$ cat src/rtl/fetch_unit_pkg.sv
// Shared MIPS pipeline definitions: exception codes, fetch address map and
// the fetch-address legality helper used by the F stage.
package mips_defs;

    localparam logic [4:0]  EXC_NONE  = 5'd0;
    localparam logic [4:0]  EXC_ADEL  = 5'd4;

    localparam logic [31:0] PC_RESET  = 32'h0000_3000;
    localparam logic [31:0] EXC_ENTRY = 32'h0000_4180;
    localparam logic [31:0] IM_BASE   = 32'h0000_3000;
    localparam logic [31:0] IM_TOP    = 32'h0000_6ffc;

    // True when a fetch address is misaligned or outside instruction memory.
    function automatic logic fetch_addr_bad(input logic [31:0] addr);
        return (addr[1:0] != 2'b00) || (addr < IM_BASE) || (addr > IM_TOP);
    endfunction

endpackage

$ cat src/rtl/fetch_unit_fd_reg.sv
// F/D pipeline register. Flush beats stall and loads a bubble (nop, no
// exception, no delay-slot flag) at the supplied bubble PC; stall holds.
// The same shape is intended for the later stage registers.
module fd_reg
    import mips_defs::*;
(
    input  logic        clk,
    input  logic        reset,
    input  logic        stall,
    input  logic        flush,
    input  logic [31:0] bubble_pc,
    input  logic [31:0] instr_in,
    input  logic [31:0] pc_in,
    input  logic [4:0]  exc_in,
    input  logic        bd_in,
    output logic [31:0] instr,
    output logic [31:0] pc,
    output logic [4:0]  exc,
    output logic        bd
);

    logic [31:0] instr_d, instr_q;
    logic [31:0] pc_d,    pc_q;
    logic [4:0]  exc_d,   exc_q;
    logic        bd_d,    bd_q;

    // Select flush bubble, hold, or load of the fetched slot.
    always_comb begin
        instr_d = instr_q;
        pc_d    = pc_q;
        exc_d   = exc_q;
        bd_d    = bd_q;
        if (flush) begin
            instr_d = 32'h0000_0000;
            pc_d    = bubble_pc;
            exc_d   = EXC_NONE;
            bd_d    = 1'b0;
        end else if (stall) begin
            instr_d = instr_q;
            pc_d    = pc_q;
            exc_d   = exc_q;
            bd_d    = bd_q;
        end else begin
            instr_d = instr_in;
            pc_d    = pc_in;
            exc_d   = exc_in;
            bd_d    = bd_in;
        end
    end

    // Register the D-stage fields; reset gives an empty slot at the reset PC.
    always_ff @(posedge clk) begin
        if (reset) begin
            instr_q <= 32'h0000_0000;
            pc_q    <= PC_RESET;
            exc_q   <= EXC_NONE;
            bd_q    <= 1'b0;
        end else begin
            instr_q <= instr_d;
            pc_q    <= pc_d;
            exc_q   <= exc_d;
            bd_q    <= bd_d;
        end
    end

    assign instr = instr_q;
    assign pc    = pc_q;
    assign exc   = exc_q;
    assign bd    = bd_q;

endmodule

$ cat src/rtl/fetch_unit.sv
// F stage of the five-stage MIPS pipeline: PC register, next-PC selection,
// fetch address-error detection and the F/D register.
// Optional feature macro: ADEL_CHECK_EN enables fetch AdEL detection; when
// undefined the fetch exception code is always zero and the memory word is
// passed through for any PC.
module fetch_unit
    import mips_defs::*;
(
    input  logic        clk,
    input  logic        reset,
    input  logic        F_Stall,
    input  logic        D_IsBranch,
    input  logic        D_BranchTaken,
    input  logic [31:0] D_BranchTarget,
    input  logic        D_Eret,
    input  logic [31:0] EPC,
    input  logic        Req,
    input  logic [31:0] i_inst_rdata,
    output logic [31:0] i_inst_addr,
    output logic [31:0] D_Instr,
    output logic [31:0] D_PC,
    output logic [4:0]  D_ExcCode,
    output logic        D_BD
);

    logic [31:0] f_pc_d, f_pc_q;
    logic [4:0]  f_exc;
    logic [31:0] f_instr;
    logic        fd_flush;
    logic [31:0] fd_bubble_pc;

    // Next-PC priority: exception entry, stall hold, eret, branch, sequential.
    always_comb begin
        f_pc_d = f_pc_q;
        if (Req) begin
            f_pc_d = EXC_ENTRY;
        end else if (F_Stall) begin
            f_pc_d = f_pc_q;
        end else if (D_Eret) begin
            f_pc_d = EPC;
        end else if (D_BranchTaken) begin
            f_pc_d = D_BranchTarget;
        end else begin
            f_pc_d = f_pc_q + 32'd4;
        end
    end

    // PC register.
    always_ff @(posedge clk) begin
        if (reset) begin
            f_pc_q <= PC_RESET;
        end else begin
            f_pc_q <= f_pc_d;
        end
    end

    // Fetch exception code and the word handed to D (nop on a bad fetch).
    always_comb begin
`ifdef ADEL_CHECK_EN
        if (fetch_addr_bad(f_pc_q)) begin
            f_exc = EXC_ADEL;
        end else begin
            f_exc = EXC_NONE;
        end
`else
        f_exc = EXC_NONE;
`endif
        if (f_exc != EXC_NONE) begin
            f_instr = 32'h0000_0000;
        end else begin
            f_instr = i_inst_rdata;
        end
    end

    // Req flushes even a stalled slot; eret flushes only once the stall clears
    // so a stalled eret keeps its slot and redirect pending.
    always_comb begin
        fd_flush = Req | (D_Eret & ~F_Stall);
        if (Req) begin
            fd_bubble_pc = EXC_ENTRY;
        end else begin
            fd_bubble_pc = EPC;
        end
    end

    fd_reg u_fd_reg (
        .clk       (clk),
        .reset     (reset),
        .stall     (F_Stall),
        .flush     (fd_flush),
        .bubble_pc (fd_bubble_pc),
        .instr_in  (f_instr),
        .pc_in     (f_pc_q),
        .exc_in    (f_exc),
        .bd_in     (D_IsBranch),
        .instr     (D_Instr),
        .pc        (D_PC),
        .exc       (D_ExcCode),
        .bd        (D_BD)
    );

    assign i_inst_addr = f_pc_q;

endmodule

$ cat config.mk
export PLATFORM = sky130hd
export DESIGN_NAME = fetch_unit
export DESIGN_NICKNAME = d
export VERILOG_FILES = /design/src/rtl/fetch_unit_pkg.sv /design/src/rtl/fetch_unit_fd_reg.sv /design/src/rtl/fetch_unit.sv
export SDC_FILE = /design/constraint.sdc
export NUM_CORES = 1
export LEC_CHECK = 0
export CORE_MARGIN = 3
export CORE_UTILIZATION = 30
export DETAILED_ROUTE_END_ITERATION = 10
export PLACE_DENSITY = 0.61
export SLEW_MARGIN = 20
export SYNTH_ARGS = -nofsm -noshare
export SYNTH_HDL_FRONTEND = slang
export SYNTH_SLANG_ARGS = --single-unit
$ cat constraint.sdc
create_clock -name clk -period 3.05 [get_ports clk]
set_input_delay 0.61 -clock clk [delete_from_list [all_inputs] [get_ports clk]]
set_output_delay 0.61 -clock clk [all_outputs]
set_load 0.02 [all_outputs]
==> results of run 1 <==
[logic make-up after synthesis]
| logic type | after synthesis | share of synthesized area |
|---|---|---|
| other | 1 | 0.000789 |
| xor gates and xnor gates | 8 | 0.0147 |
| muxes | 43 | 0.0905 |
| buffers and inverters | 64 | 0.0563 |
| DFF | 97 | 0.408 |
| adders and majority gates | 1 | 0.00263 |
| AOI/OAI and AO/OA | 204 | 0.250 |
| and+or+nand+nor | 177 | 0.177 |
[synth_stat cells (2+ instances only)]
master	n
a21boi_0	8
and4_1	5
o21bai_1	2
a21oi_1	87
nand2_1	52
or4_4	2
dfxtp_1	97
o221ai_1	2
o21ai_0	53
xnor2_1	8
or2_2	3
nand4_1	7
buf_4	5
o21a_1	3
clkbuf_1	32
o211a_1	3
nand2b_1	2
and3_1	5
nor3_1	11
a21o_1	3
a211oi_1	10
o211ai_1	3
or4_2	2
and3_2	2
buf_1	10
a221oi_1	3
nand3_1	8
nor4_1	8
mux2i_1	43
o221a_2	2
nor2_1	63
inv_1	15
a31oi_1	8
o22ai_1	10
and2_1	2
[report_power, final]
group	internal (mW)	leakage, nW	switching [mW]
logic	0.311	1.75	0.308
clock network	0.620	0.145	0.520
registers	1.32	0.794	0.0582
total	2.25	2.69	0.886
[routing by layer]
layer	part of all wire	track usage
met2	0.44	0.307
met4	0.022	0.0758
met5	0	0
met1	0.44	0.257
met3	0.10	0.0832
[worst reg2reg max path, stage by stage (launching register included)]
cell and delay, ps:
dfxtp_1 500, nand3_2 190, or4_4 630, or4_4 550, a21oi_1 160, o221a_1 190
[sequential cells by signal, summed over array words and instances (netlist names), named ones only]
name            cells
u_fd_reg.bd         1
u_fd_reg.instr     32
i_inst_addr        30
u_fd_reg.pc        32
[cells in the final DEF (no fill, tap or decap), types with 5 or more instances in the layout]
master,instances
a31oi_1,8
inv_1,15
nor2_1,62
mux2i_1,43
and4_1,5
xnor2_1,8
o21ai_0,53
a21boi_0,8
nor3_1,11
clkbuf_16,9
nand2_1,52
nand4_1,7
nand3_1,8
conb_1,5
buf_4,18
o22ai_1,10
clkdlybuf4s50_1,197
a21oi_1,87
dfxtp_1,97
and3_1,5
nor4_1,8
a211oi_1,10
[through the flow]
step / std cells / area [µm²] / power, mW
4_1_cts: 994 / 7250 / 3.16
3_5_place_dp: 978 / 6960 / 2.03
2_1_floorplan: 599 / 4770 / 1.69
6_report: 994 / 7250 / 3.14
3_3_place_gp: 978 / 6960 / 2.02
5_1_grt: 994 / 7250 / 3.28
[layout make-up]
class	instances	area, µm²	area share
inverter	15	56.3	0.00776
clock inverter	4	26.3	0.00362
multi-input combinational	438	2570	0.354
timing repair buffer	217	2130	0.294
sequential	97	1940	0.268
clock buffer	12	267	0.0367
tap	211	264	0.0364
[how the worst max path moves through the flow]
stage                                from           endpoint  slack (ps)
after floorplan           i_inst_addr[12]    i_inst_addr[23]         830
after global placement             D_Eret  u_fd_reg.instr[7]         650
final                     i_inst_addr[12]    i_inst_addr[28]         770
after detailed placement              Req    i_inst_addr[15]         620
after CTS                 i_inst_addr[12]    i_inst_addr[28]         800
after global routing      i_inst_addr[12]    i_inst_addr[28]         660
==> insert_results.sql, run 1 <==
INSERT INTO impl_metrics (metric_group, metric, value, unit) VALUES
('global_route', 'grt_first_pass_wirelength', '28500', 'µm'),
('setup_path', 'worstSetupPathType', 'flop to flop', ''),
('logic_synthesis', 'yosys_warnings', '0', ''),
('setup_path', 'critical_path.top_delay_family', 'simple AND/OR/NAND/NOR gates', ''),
('timing', 'fin_hold_ws', '488', 'ps'),
('worst_hold_path', 'whs_endpoint', 'u_fd_reg.pc[3]', ''),
('cells_and_area', 'design.final.nets', '882', ''),
('timing', 'drv_slew', '0', ''),
('cells_and_area', 'layout-drive-gt1-share', '0.0664', ''),
('place', 'buffer_ports.inserted', '199', ''),
('timing', 'worst-slew-pin-transition', '582', 'ps'),
('route', 'first_pass_iters', '5', ''),
('status', 'run_status', 'finished, final reports clean', ''),
('place', 'preCtsSetupSlack', '624', 'ps'),
('setup_path', 'setup.worst_path.end_class', 'flop', ''),
('setup_path', 'reg2reg_from', 'i_inst_addr[12]', ''),
('clock_tree', 'cts-resized-gates', '0', ''),
('clock_tree', 'clock_latency_on_the_worst_skew_pair', '360', 'ps'),
('setup_path', 'worstPathRequired', '3360', 'ps'),
('floorplanning', 'die_w', '132', 'µm'),
('setup_path', 'crit_chain', 'nand3_2 > or4_4 > or4_4 > a21oi_1 > o221a_1', ''),
('timing', 'layout_min_cycle_time', '2280', 'ps'),
('setup_path', 'critical-path-slowest-cell', 'or4_4', ''),
('timing', 'hold_viol', '0', ''),
('timing', 'grt_setup_unrepaired', 'false', ''),
('logic_synthesis', 'synth_top_area_frac', '0.408', ''),
('global_route', 'antenna_found_initial', '0', ''),
('clock_tree', 'cts_buffers', '9', ''),
('run', 'drv.max_cap_violation_count', '0', ''),
('logic_synthesis', 'synth.lib_cells_used.distinct', '51', ''),
('setup_path', 'crit_path_max_fanout', '10', ''),
('logic_synthesis', 'netlist.top_cell.by_area', 'dfxtp_1', ''),
('logic_synthesis', 'synth-edff-count', '0', ''),
('setup_path', 'crit_arrival', '2580', 'ps'),
('logic_synthesis', 'post_synth.cell_area_avg', '7.99', 'µm²'),
('logic_synthesis', 'synthCells', '595', ''),
('timing', 'timing.final.setup_violations', '0', ''),
('setup_path', 'worst_r2r_path_depth', '5', ''),
('floorplanning', 'std_cell_rows', '45', ''),
('logic_synthesis', 'synth_ff_type', 'dfxtp_1', ''),
('logic_synthesis', 'register_bit_total_from_synthesis', '97', ''),
('global_route', 'overflow', '0', ''),
('place', 'gpl.final_weighted_congestion', '0.873', ''),
('cells_and_area', 'count_of_fill_cells_added_during_filler_insertion', '1491', ''),
('worst_hold_path', 'min_path_cells', '2', ''),
('cells_and_area', 'area_growth_from_synthesis_to_layout', '52.6', '%'),
('timing', 'max_transition_margin', '0.611', ''),
('power_and_ir_drop', 'max-vdd-ir-drop', '0.000268', 'V'),
('logic_synthesis', 'synth-seq-area-share', '0.408', ''),
('floorplanning', 'core', '0.0154', 'mm²'),
('route', 'drcViolationCount', '0', ''),
('global_route', 'grt_util_all_layers', '0.202', ''),
('logic_synthesis', 'synthesis.area', '0.00475', 'mm²'),
('setup_path', 'worstReg2RegEnd', 'i_inst_addr[28]', ''),
('clock_tree', 'cts.root.buffer_cell', 'clkbuf_16', ''),
('worst_hold_path', 'min_path_type', 'flop to flop', ''),
('floorplanning', 'start_util', '0.309', ''),
('setup_path', 'critical-path-top-cell-by-count', 'or4_4', ''),
('clock_tree', 'clk_pin_slew', '70', 'ps'),
('global_route', 'first_global_vias', '5223', ''),
('route', 'starting_drc_count_in_detailed_routing', '316', ''),
('worst_hold_path', 'holdCritStartpoint', 'u_fd_reg.pc[3]', ''),
('clock_tree', 'tritoncts', 'yes', ''),
('timing', 'postLayoutSetupSlackWorst', '773', 'ps'),
('setup_path', 'startpoint_type', 'flop', ''),
('power_and_ir_drop', 'power.leakage', '2.69', 'nW'),
('timing', 'part_of_the_cycle_the_worst_path_needs', '0.747', ''),
('setup_path', 'r2r_slack', '770', 'ps'),
('timing', 'timing.fmax', '0.439', 'GHz'),
('clock_tree', 'clk_sinks', '97', ''),
('clock_tree', 'post_cts_hold_buffers', '0', '');
Note: power is estimated with default switching activity, not from simulation.
==> run 2: changes to the inputs <==
--- a/config.mk
+++ b/config.mk
@@ -8,7 +8,7 @@
 export CORE_MARGIN = 3
 export CORE_UTILIZATION = 30
 export DETAILED_ROUTE_END_ITERATION = 10
-export PLACE_DENSITY = 0.61
+export PLACE_DENSITY = 0.63
 export SLEW_MARGIN = 20
 export SYNTH_ARGS = -nofsm -noshare
 export SYNTH_HDL_FRONTEND = slang
==> constraint.sdc (replaced) <==
create_clock -name clk -period 2 [get_ports clk]
set_input_delay 0.4 -clock clk [delete_from_list [all_inputs] [get_ports clk]]
set_output_delay 0.4 -clock clk [all_outputs]
set_load 0.02 [all_outputs]
==> run 2 against run 1 <==
Critical path depth shrank 4. Clock-buffer cell count unchanged. Die area did not move. Combinational power is 70% higher. Final cell count increased by 4.4%. Utilization grew 2.6 points. Sequential share of layout area down 0.96 points. Register-to-register slack lost 680 ps. Critical endpoint is now i_inst_addr[23].
==> insert_results.sql, run 2 (synthesis gave the netlist of run 1 again) <==
INSERT INTO impl_metrics (metric_group, metric, value, unit) VALUES
('floorplanning', 'start_util', '0.309', ''),
('setup_path', 'crit_arrival', '1540', 'ps'),
('floorplanning', 'die_w', '132', 'µm'),
('timing', 'setup_tns', '0', 'ps'),
('global_route', 'overflow', '0', ''),
('run', 'drv.max_cap_violation_count', '0', ''),
('timing', 'drv_slew', '0', ''),
('setup_path', 'setup.worst_path.end_class', 'output port', ''),
('clock_tree', 'cts.root.buffer_cell', 'clkbuf_16', ''),
('floorplanning', 'die_h', '132', 'µm'),
('route', 'number_of_nets_with_antenna_violations_after_routing', '0', ''),
('timing', 'worst_clock_skew', '9.28', 'ps'),
('setup_path', 'crit_chain', 'clkdlybuf4s50_1', ''),
('clock_tree', 'cts_buffers', '9', ''),
('setup_path', 'critical-path-slowest-cell', 'clkdlybuf4s50_1', ''),
('timing', 'fin_hold_ws', '494', 'ps'),
('timing', 'timing.final.setup_violations', '0', ''),
('setup_path', 'reg2reg_from', 'i_inst_addr[12]', ''),
('place', 'dpl_cell_area', '0.00735', 'mm²'),
('setup_path', 'critical_path.top_delay_family', 'buffers and inverters', ''),
('cells_and_area', 'fin_area', '0.00765', 'mm²'),
('floorplanning', 'std_cell_rows', '45', ''),
('clock_tree', 'cts.path.max_buffers', '2', ''),
('route', 'starting_drc_count_in_detailed_routing', '376', ''),
('timing', 'hold_viol', '0', ''),
('setup_path', 'worstPathRequired', '1600', 'ps'),
('clock_tree', 'tritoncts', 'yes', ''),
('setup_path', 'r2r_slack', '90', 'ps'),
('cells_and_area', 'final_common_cell', 'clkdlybuf4s50_1', ''),
('global_route', 'first_global_vias', '5610', ''),
('clock_tree', 'clk_pin_slew', '70', 'ps'),
('power_and_ir_drop', 'power.leakage', '2.92', 'nW'),
('route', 'detailroute.via_count', '5416', ''),
('global_route', 'grt_first_pass_wirelength', '29900', 'µm'),
('timing', 'part_of_the_cycle_the_worst_path_needs', '0.971', ''),
('floorplanning', 'num_io_pins', '205', ''),
('place', 'gpl.final_weighted_congestion', '0.864', ''),
('timing', 'layout_min_cycle_time', '1940', 'ps'),
('cells_and_area', 'design.final.nets', '926', ''),
('floorplanning', 'core', '0.0154', 'mm²'),
('route', 'first_pass_iters', '5', ''),
('power_and_ir_drop', 'p_per_area', '635', 'mW/mm²'),
('place', 'buffer_ports.inserted', '199', ''),
('cells_and_area', 'layout-drive-gt1-share', '0.133', ''),
('route', 'drcViolationCount', '0', ''),
('setup_path', 'worstReg2RegEnd', 'i_inst_addr[26]', ''),
('timing', 'grt_setup_unrepaired', 'true', ''),
('route', 'routed_wire_length_per_instance', '18.2', 'µm'),
('cells_and_area', 'antenna_cells_inserted', '0', ''),
('setup_path', 'worstSetupPathType', 'flop to output port', ''),
('worst_hold_path', 'min_path_type', 'flop to flop', ''),
('floorplanning', 'floorplan.die_area', '0.0174', 'mm²'),
('cells_and_area', 'most_frequent_cells_in_the_layout', '197 x clkdlybuf4s50_1, 86 x a21oi_1, 85 x dfxtp_1', ''),
('clock_tree', 'cts-htree-levels', '3', ''),
('route', 'avgViaCountPerCell', '5.22', ''),
('worst_hold_path', 'whs_endpoint', 'u_fd_reg.pc[3]', ''),
('power_and_ir_drop', 'max-vdd-ir-drop', '0.000430', 'V'),
('setup_path', 'crit_path_max_fanout', '7', ''),
('setup_path', 'worst_r2r_path_depth', '5', ''),
('setup_path', 'startpoint_type', 'flop', ''),
('clock_tree', 'clock_latency_on_the_worst_skew_pair', '350', 'ps'),
('power_and_ir_drop', 'fin_total_pwr', '4.86', 'mW'),
('route', 'totalWireLength', '18900', 'µm'),
('setup_path', 'path_buf_inv', '1', ''),
('global_route', 'grt_util_all_layers', '0.212', ''),
('timing', 'timing.fmax', '0.515', 'GHz'),
('place', 'hpwlAfterDp', '14300', 'µm'),
('clock_tree', 'postCtsSetupRepairBufs', '0', ''),
('clock_tree', 'clk_sinks', '97', ''),
('global_route', 'antenna_found_initial', '0', ''),
('worst_hold_path', 'holdCritStartpoint', 'u_fd_reg.pc[3]', ''),
('status', 'run_status', 'finished, final reports clean', ''),
('setup_path', 'slowest_delay', '730', 'ps'),
('cells_and_area', 'area_growth_from_synthesis_to_layout', '60.9', '%'),
('worst_hold_path', 'min_path_cells', '2', ''),
('global_route', 'grt_max_degree', '39', '');
==> run 2: cell types whose count changed in the layout (fill, tap and decap cells not counted), moves of 2 or more <==
cell,before,now
buf_4,18,61
clkbuf_8,3,1
dfxtp_1,97,85
dfxtp_2,0,5
dfxtp_4,0,7
==> run 2: worst max-delay path by stage <==
stage                    start         endpoint  slack, ps  cells after the start
2_1_floorplan   i_inst_addr[2]  i_inst_addr[28]          6                      4
3_3_place_gp     D_BranchTaken   i_inst_addr[8]        -40                      7
3_5_place_dp     D_BranchTaken   i_inst_addr[9]        -80                      7
4_1_cts        i_inst_addr[23]  i_inst_addr[23]         30                      1
5_1_grt        i_inst_addr[10]  i_inst_addr[26]        -30                      5
6_report       i_inst_addr[23]  i_inst_addr[23]         60                      1
==> run 2: power breakdown <==
part,switching [mW],total (mW),internal [mW]
clock network,0.780,1.73,0.952
registers,0.0657,2.08,2.01
logic,0.518,1.05,0.528
total,1.36,4.86,3.49
==> run 2: per-layer routing <==
layer / up-vias / part of all wire / track usage
met4: 0 / 0.028 / 0.0834
met2: 223 / 0.46 / 0.345
met3: 32 / 0.082 / 0.0653
met1: 2569 / 0.43 / 0.262
li1: 2592 / - / -
met5: - / 0 / 0
==> run 2: what timing repair did <==
action | CTS | global route
gates resized for setup | 1 | 2
pin swaps | 0 | 0
hold buffers | 0 | 0
endpoints found under the setup margin | 1 | 3
==> run 2: cell type report <==
class | instances | area (µm²)
fill | 1462 | 7720
multi-input combinational | 438 | 2590
timing repair buffer | 261 | 2470
sequential | 97 | 1970
clock buffer | 12 | 268
tap | 211 | 264
inverter | 15 | 56.3
clock inverter | 4 | 23.8
==> run 2: per-stage QoR <==
stage               worst slack, ps  utilization  std cells
global placement              -38.7        0.478       1022
finish                         57.2        0.498       1038
CTS                            33.5        0.497       1038
floorplan                      5.88            -        599
detailed placement            -83.0        0.478       1022
global route                  -34.3        0.498       1038
